## src/rtl/hazard_mdctl.sv

```systemverilog
// Pipeline hazard unit: forwarding, stall/flush generation and multiply/divide sequencing.
// Define HAZARD_PERF_EN to add the dstall/mdstall cycle counters.
module hazard_mdctl #(
  parameter int REG_AW  = 5,
  parameter int MUL_LAT = 2,
  parameter int DIV_LAT = 32,
  parameter int CNT_W   = 6
) (
  input  logic              clk,
  input  logic              resetn,
  input  logic [REG_AW-1:0] rsD,
  input  logic [REG_AW-1:0] rtD,
  input  logic              branchD,
  input  logic              jrD,
  input  logic              eretD,
  output logic              forwardaD,
  output logic              forwardbD,
  input  logic [REG_AW-1:0] rsE,
  input  logic [REG_AW-1:0] rtE,
  input  logic [REG_AW-1:0] writeregE,
  input  logic              regwriteE,
  input  logic              memtoregE,
  input  logic              md_startE,
  input  logic              md_is_divE,
  input  logic              excE,
  output logic [1:0]        forwardaE,
  output logic [1:0]        forwardbE,
  output logic              md_busy,
  output logic              md_done,
  input  logic [REG_AW-1:0] writeregM,
  input  logic              regwriteM,
  input  logic              memtoregM,
  input  logic [REG_AW-1:0] writeregW,
  input  logic              regwriteW,
`ifdef HAZARD_PERF_EN
  output logic [31:0]       perf_dstall_cnt,
  output logic [31:0]       perf_mdstall_cnt,
`endif
  output logic              stallF,
  output logic              stallD,
  output logic              stallE,
  output logic              stallM,
  output logic              stallW,
  output logic              flushF,
  output logic              flushD,
  output logic              flushE,
  output logic              flushM,
  output logic              flushW
);

  typedef enum logic [1:0] {IDLE, RUN, DONE} state_t;

  localparam logic [CNT_W-1:0] MUL_LOAD = CNT_W'(MUL_LAT - 1);
  localparam logic [CNT_W-1:0] DIV_LOAD = CNT_W'(DIV_LAT - 1);

  state_t           state;
  logic [CNT_W-1:0] cnt;
  logic             hitM_sD, hitM_tD, hitE_sD, hitE_tD;
  logic             lwstall, ctlstall, dstall, mdstall;

  always_ff @(posedge clk or negedge resetn) begin
    if (!resetn) begin
      state <= IDLE;
      cnt   <= '0;
    end else if (excE) begin
      state <= IDLE;
      cnt   <= '0;
    end else begin
      case (state)
        IDLE: if (md_startE) begin
          state <= RUN;
          cnt   <= md_is_divE ? DIV_LOAD : MUL_LOAD;
        end
        RUN: begin
          cnt <= cnt - 1'b1;
          if (cnt == CNT_W'(1)) state <= DONE;
        end
        DONE:    state <= IDLE;
        default: state <= IDLE;
      endcase
    end
  end

  assign forwardaE = (rsE != '0 && rsE == writeregM && regwriteM) ? 2'b10 :
                     (rsE != '0 && rsE == writeregW && regwriteW) ? 2'b01 : 2'b00;
  assign forwardbE = (rtE != '0 && rtE == writeregM && regwriteM) ? 2'b10 :
                     (rtE != '0 && rtE == writeregW && regwriteW) ? 2'b01 : 2'b00;
  assign forwardaD = (rsD != '0) && (rsD == writeregM) && regwriteM;
  assign forwardbD = (rtD != '0) && (rtD == writeregM) && regwriteM;

  assign hitE_sD = (writeregE != '0) && (writeregE == rsD);
  assign hitE_tD = (writeregE != '0) && (writeregE == rtD);
  assign hitM_sD = (writeregM != '0) && (writeregM == rsD);
  assign hitM_tD = (writeregM != '0) && (writeregM == rtD);

  assign lwstall  = memtoregE & (hitE_sD | hitE_tD);
  assign ctlstall = (branchD | jrD) &
                    ((regwriteE & (hitE_sD | hitE_tD)) | (memtoregM & (hitM_sD | hitM_tD)));
  assign dstall   = lwstall | ctlstall;

  // An exception abandons the mul/div, so it releases the stall in RUN as well as in IDLE.
  assign mdstall = ~excE & (((state == IDLE) & md_startE) | (state == RUN));

  assign md_busy = (state != IDLE);
  assign md_done = (state == DONE) & ~excE;

  assign stallW = mdstall;
  assign stallM = stallW;
  assign stallE = stallM;
  assign stallD = stallE | (dstall & ~flushD);
  assign stallF = stallD | (dstall & ~excE);

  assign flushF = 1'b0;
  assign flushW = 1'b0;
  assign flushD = (eretD & ~stallE) | excE;
  assign flushE = (dstall & ~mdstall) | excE;
  assign flushM = excE;

`ifdef HAZARD_PERF_EN
  always_ff @(posedge clk or negedge resetn) begin
    if (!resetn) begin
      perf_dstall_cnt  <= '0;
      perf_mdstall_cnt <= '0;
    end else begin
      if (dstall & ~excE) perf_dstall_cnt  <= perf_dstall_cnt + 32'd1;
      if (mdstall)        perf_mdstall_cnt <= perf_mdstall_cnt + 32'd1;
    end
  end
`endif

endmodule

```

## config.mk

```make
export PLATFORM = sky130hd
export DESIGN_NAME = hazard_mdctl
export DESIGN_NICKNAME = d
export VERILOG_FILES = /design/src/rtl/hazard_mdctl.sv
export SDC_FILE = /design/constraint.sdc
export NUM_CORES = 1
export LEC_CHECK = 0
export BUFFER_PORTS_ARGS = -buffer_cell sky130_fd_sc_hd__buf_2
export CAP_MARGIN = 10
export CORE_ASPECT_RATIO = 1.75
export CORE_UTILIZATION = 48
export DETAILED_ROUTE_END_ITERATION = 12
export PLACE_DENSITY = 0.91
export SLEW_MARGIN = 20
export SYNTH_ARGS = -nofsm -noshare
export SYNTH_HDL_FRONTEND = slang
export SYNTH_SLANG_ARGS = --single-unit
export TNS_END_PERCENT = 30
```

## constraint.sdc

```tcl
create_clock -name clk -period 2.3 [get_ports clk]
set_input_delay 0.46 -clock clk [delete_from_list [all_inputs] [get_ports clk]]
set_output_delay 0.46 -clock clk [all_outputs]
set_load 0.01 [all_outputs]
```

# Yosys cells after proc, flatten, opt, wreduce, memory -nomap -nowiden
# Index checks and enable logic that the tools add are counted.
[op_classes] add_sub_neg=1 n_eq_ne=15 n_mux=12 bitwise=24 reduce_logical=27
[ops] cell="$eq 5x5->1" count=10
[ops] cell="$reduce_bool 5->1" count=6
[ops] cell="$logic_and 1x1->1" count=16
[ops] cell="$mux 6" count=2
[ops] cell="$pmux 6 s2" count=1
[ops] cell="$and 1x1->1" count=11
[ops] cell="$mux 2" count=5
[ops] cell="$or 1x1->1" count=10
[ops] cell="$eq 6x1->1 const B" count=1
[ops] cell="$ne 3x3->1 const B" count=2
[ops] cell="$sub 6x1->6 const B" count=1
[ops] cell="$mux 5" count=1
[ops] cell="$pmux 2 s2" count=1
[ops] cell="$reduce_and 2->1" count=2
[ops] cell="$not 1->1" count=3
[ops] cell="$reduce_bool 3->1" count=1
[ops] cell="$eq 2x1->1 const B" count=1
[ops] cell="$eq 2x2->1 const B" count=1
[ops] cell="$logic_not 2->1" count=1
[ops] cell="$mux 1" count=2
[ops] cell="$reduce_bool 2->1" count=1
[word_totals] regBits=8 in_bits=48 out_inout_bits=18 wordCells=81

# Depth between registers and ports, before layout
[logic_depth] depth_word=11 ltp_mapped=6 ltp_nobuf=5

# Least setup slack after synthesis
# OpenSTA, ideal clock, no wires.
[synth_timing] path_type="input-to-output" startpoint="input writeregM[4]" endpoint="output stallD" t_arrival_ps=1557 required_ps=1840 slack_ps=283 cell_stages=6 path_buffers=1 cell_sequence="buf_2 -> xnor2_1 -> nand3_1 -> nor3_1 -> o21ai_0 -> o31ai_1"
[synth_via] elab_chain_cells=9 word_cells_on_any_way=12 cone_classes="eq/ne: 2; bitwise: 7; reduce/logical: 3"
[synth_lines] element="start, declared" line_no="30" source="input logic [REG_AW-1:0] writeregM,"
[synth_lines] element="$eq 5x5->1, or another cell as far along" line_no="93" source="assign hitM_sD = (writeregM != '0) && (writeregM == rsD);"
[synth_lines] element="$logic_and 1x1->1 (on tied branches)" line_no="93, 94"
[synth_lines] element="$or 1x1->1 *" line_no="98" source="((regwriteE & (hitE_sD | hitE_tD)) | (memtoregM & (hitM_sD | hitM_tD)));"
[synth_lines] element="$and 1x1->1 *" line_no="98"
[synth_lines] element="$or 1x1->1 *" line_no="98"
[synth_lines] element="$and 1x1->1 *" line_no="97" source="assign ctlstall = (branchD | jrD) &"
[synth_lines] element="$or 1x1->1 *" line_no="99" source="assign dstall = lwstall | ctlstall;"
[synth_lines] element="$and 1x1->1 *" line_no="110" source="assign stallD = stallE | (dstall & ~flushD);"
[synth_lines] element="$or 1x1->1 *" line_no="110"
[synth_lines] element="end, declared" line_no="40" source="output logic stallD,"
# Mark *: on every way between the ends. The rest lies on a longest branch, timed or not.

# Worst setup path in the final report
[layout_timing] startpoint="input writeregE[1]" endpoint="output stallD"
[layout_via] elab_chain_cells=9 word_cells_on_any_way=13 cone_classes="eq/ne: 2; bitwise: 8; reduce/logical: 3"
[layout_lines] element="start, declared" line_no="20" source="input logic [REG_AW-1:0] writeregE,"
[layout_lines] element="$eq 5x5->1, or another cell as far along" line_no="91" source="assign hitE_sD = (writeregE != '0) && (writeregE == rsD);"
[layout_lines] element="$logic_and 1x1->1 (on tied branches)" line_no="91, 92"
[layout_lines] element="$or 1x1->1 *" line_no="96, 98"
[layout_lines] element="$and 1x1->1" line_no="98"
[layout_lines] element="$or 1x1->1" line_no="98"
[layout_lines] element="$and 1x1->1" line_no="97"
[layout_lines] element="$or 1x1->1 *" line_no="99"
[layout_lines] element="$and 1x1->1 *" line_no="110"
[layout_lines] element="$or 1x1->1 *" line_no="110"
# Marked as above.

==> flow_metrics.env <==
export IMPL_grt_pass1_wl_mm=5.20
export IMPL_wirelength_mm=3.55
export IMPL_hpwl_mm=3.05
export IMPL_postCtsSetupBuffers=0
export IMPL_via_per_inst=5.84
export IMPL_rows=23
export IMPL_place_congestion=0.826
export IMPL_path_clk_slew_ns=0.04
export IMPL_postRouteAntennaNets=0
export IMPL_maxCapViolCount=0
export IMPL_cts_root_buf="clkbuf_8"
export IMPL_ff2ff_path_depth=5
export IMPL_n_fill_cell=215
export IMPL_gr_usage_met3=0.0197
export IMPL_pwr_density_cell_nw_per_um2=414
export IMPL_nets=258
export IMPL_start_util=0.508
export IMPL_netlist_instances=150
export IMPL_power_mw=0.621
export IMPL_hold_viol_final=0
export IMPL_grt_use_total=0.286
export IMPL_setup_tns_ns=0
export IMPL_r2r_slack_ns=0.68
export IMPL_grt_util_met1=0.211
export IMPL_hp_class="in -> async"
export IMPL_timing_rr_start="state[0]$_DFFE_PN0P_"
export IMPL_irDropWorstVdd_mv=0.413
export IMPL_clkSinkCount=8
export IMPL_rsz0062_at_grt="no"
export IMPL_fin_ws_ns=0.0506
export IMPL_place_area_sq_um=1460
export IMPL_insertion_delay_ns=0.23
export IMPL_grt_pass1_vias=1360
export IMPL_reg2reg_to="cnt[3]$_DFFE_PN0P_"
export IMPL_vias=1348
export IMPL_start_kind="primary input"
export IMPL_cts_htree_levels=1
export IMPL_synth_seq_cells=8
export IMPL_finalCriticalPeriod_ns=2.25
export IMPL_cts_path_max_buffers=2
export IMPL_drt_iter0_drc=16
export IMPL_cts_tree="yes"
export IMPL_ys_seq_area_frac=0.171
export IMPL_yosysWarnings=0
export IMPL_p_leak_nw=0.674
export IMPL_grt_max_degree=11
export IMPL_antenna_found_initial=0
export IMPL_diodes=0
export IMPL_grt_ovfl_total=0
export IMPL_drc=0
export IMPL_cp_data_required_time_ns=1.84
export IMPL_cts_made_buffers=3
export IMPL_synth_area_sq_um=1170
export IMPL_die_area_sq_um=2650
export IMPL_fin_area_sq_um=1500
export IMPL_busiest_layer="met2"
export IMPL_setup_worst_path_class="in -> out"
export IMPL_io_pins=66
export IMPL_endpoint_kind="primary output"
export IMPL_drtPass1Iterations=4
export IMPL_wl_per_cell_um=15.4
export IMPL_core_sq_um=2300
export IMPL_post_cts_resized=0
export IMPL_synthDistinctLibCells=37
export IMPL_critPathMaxFanout=3
export IMPL_die_x_um=39.3
export IMPL_grtUsageMet2=0.571
export IMPL_io_buffers=63
export IMPL_slew_violations=0
export IMPL_cts_hold_buf=0
export IMPL_period_share=0.978
export IMPL_avgSynthCellArea_sq_um=7.80
export IMPL_outcome="finished clean"
export IMPL_syn2layout_area_growth_pct=28.1
export IMPL_drive_gt1_frac=0.369
export IMPL_pre_cts_ws_ns=0.0640
export IMPL_fp_dieH_um=67.3
export IMPL_fin_skew_ns=0.000261
export IMPL_critPathArrivalTime_ns=1.79
export IMPL_max_freq_mhz=445
export IMPL_setup_violations=0
==> where the power goes <==
part / internal, mW / total, mW / switching (mW) / leakage [nW]
clock: 0.114 / 0.173 / 0.0592 / 0.0216
combinational: 0.124 / 0.273 / 0.149 / 0.547
sequential: 0.156 / 0.175 / 0.0187 / 0.105
==> cells in the mapped netlist, drive strengths merged <==
| master | number | area share |
|---|---|---|
| xnor2 | 32 | 0.24 |
| o21ai | 13 | 0.056 |
| nor2 | 12 | 0.051 |
| buf | 10 | 0.053 |
| dfrtp | 8 | 0.17 |
| xor2 | 8 | 0.060 |
| inv | 7 | 0.022 |
| nand2 | 7 | 0.022 |
| a21oi | 6 | 0.026 |
| nand4 | 5 | 0.027 |
| nor3 | 5 | 0.021 |
| a31oi | 4 | 0.021 |
| nand3 | 4 | 0.017 |
| nor4 | 4 | 0.043 |
| or4 | 3 | 0.026 |
| clkbuf | 2 | 0.0064 |
| ha | 2 | 0.021 |
| o311a | 2 | 0.017 |
| or3 | 2 | 0.011 |
| a211oi | 1 | 0.0064 |
| a21o | 1 | 0.0064 |
| a41oi | 1 | 0.0075 |
| conb | 1 | 0.0032 |
| nand2b | 1 | 0.0054 |
| nor2b | 1 | 0.0054 |
| nor3b | 1 | 0.0064 |
| nor4bb | 1 | 0.0086 |
| o21a | 1 | 0.0064 |
| o221ai | 1 | 0.0075 |
| o22a | 1 | 0.0075 |
| o22ai | 1 | 0.0054 |
| o31ai | 1 | 0.0064 |
| or2 | 1 | 0.0054 |
==> worst max path at each step <==
stage               slack (ns)  depth (start not counted)          from      to
floorplan                 0.28                          6  writeregM[4]  stallD
global placement          0.11                          6  writeregE[1]  stallF
detailed placement        0.06                          6  writeregE[1]  stallD
CTS                       0.06                          6  writeregE[1]  stallD
global route             0.001                          6  writeregE[1]  flushE
finish                    0.05                          6  writeregE[1]  stallD
==> cells in the final DEF, fill, tap and decap left out, types with 2 or more instances in the layout <==
cell type	instances
inv_1	7
xor2_1	8
nor4_2	4
or3_1	2
nand2_1	7
nor2_1	10
o21ai_0	10
a21oi_1	6
clkbuf_8	3
ha_1	2
nand3_1	4
o311a_1	2
buf_2	63
xnor2_1	32
nor2_4	2
or4_4	2
o21ai_1	3
conb_1	2
a31oi_1	4
nand4_1	5
nor3_1	5
dfrtp_1	8
==> layout make-up <==
type | count | area [sq um] | share of cell area
sequential | 8 | 200 | 0.134
timing repair buffer | 64 | 323 | 0.215
clock buffer | 3 | 41.3 | 0.0275
tap | 25 | 31.3 | 0.0209
multi-input combinational | 124 | 877 | 0.585
inverter | 7 | 26.3 | 0.0175
==> kinds of logic (layout without fill, tap and decap cells) <==
| logic type | count (synthesis) | in the layout | share of synthesized area |
|---|---|---|---|
| AO/OA/AOI/OAI | 33 | 33 | 0.173 |
| XOR/XNOR | 40 | 40 | 0.299 |
| adder cells (fa/ha/maj) | 2 | 2 | 0.0214 |
| buffers and inverters | 19 | 74 | 0.0824 |
| flip-flops | 8 | 8 | 0.171 |
| other | 1 | 2 | 0.00321 |
| AND/OR/NAND/NOR | 47 | 47 | 0.249 |
==> state kept, by name, indices dropped and copies added, names as in the netlist <==
name   flops
cnt        6
state      2
==> per-layer routing <==
layer / part of all wire / vias up
met3: 0.051 / 24
met5: 0 / -
met2: 0.59 / 66
met4: 0.076 / 0
met1: 0.29 / 625
li1: - / 633
==> worst max-delay path, stage by stage <==
cell	delay (ns)
buf_2	0.12
or4_1	0.52
o22a_1	0.26
a31oi_1	0.20
o31ai_1	0.09
buf_2	0.15
==> stage by stage <==
stage          utilization  instances  hold WS [ns]
2_1_floorplan            -        151         0.164
3_3_place_gp         0.633        228         0.311
3_5_place_dp         0.633        228         0.311
4_1_cts              0.651        231        0.0644
5_1_grt              0.651        231        0.0730
6_report             0.651        231        0.0648
Power figures use the tool's default switching activity.
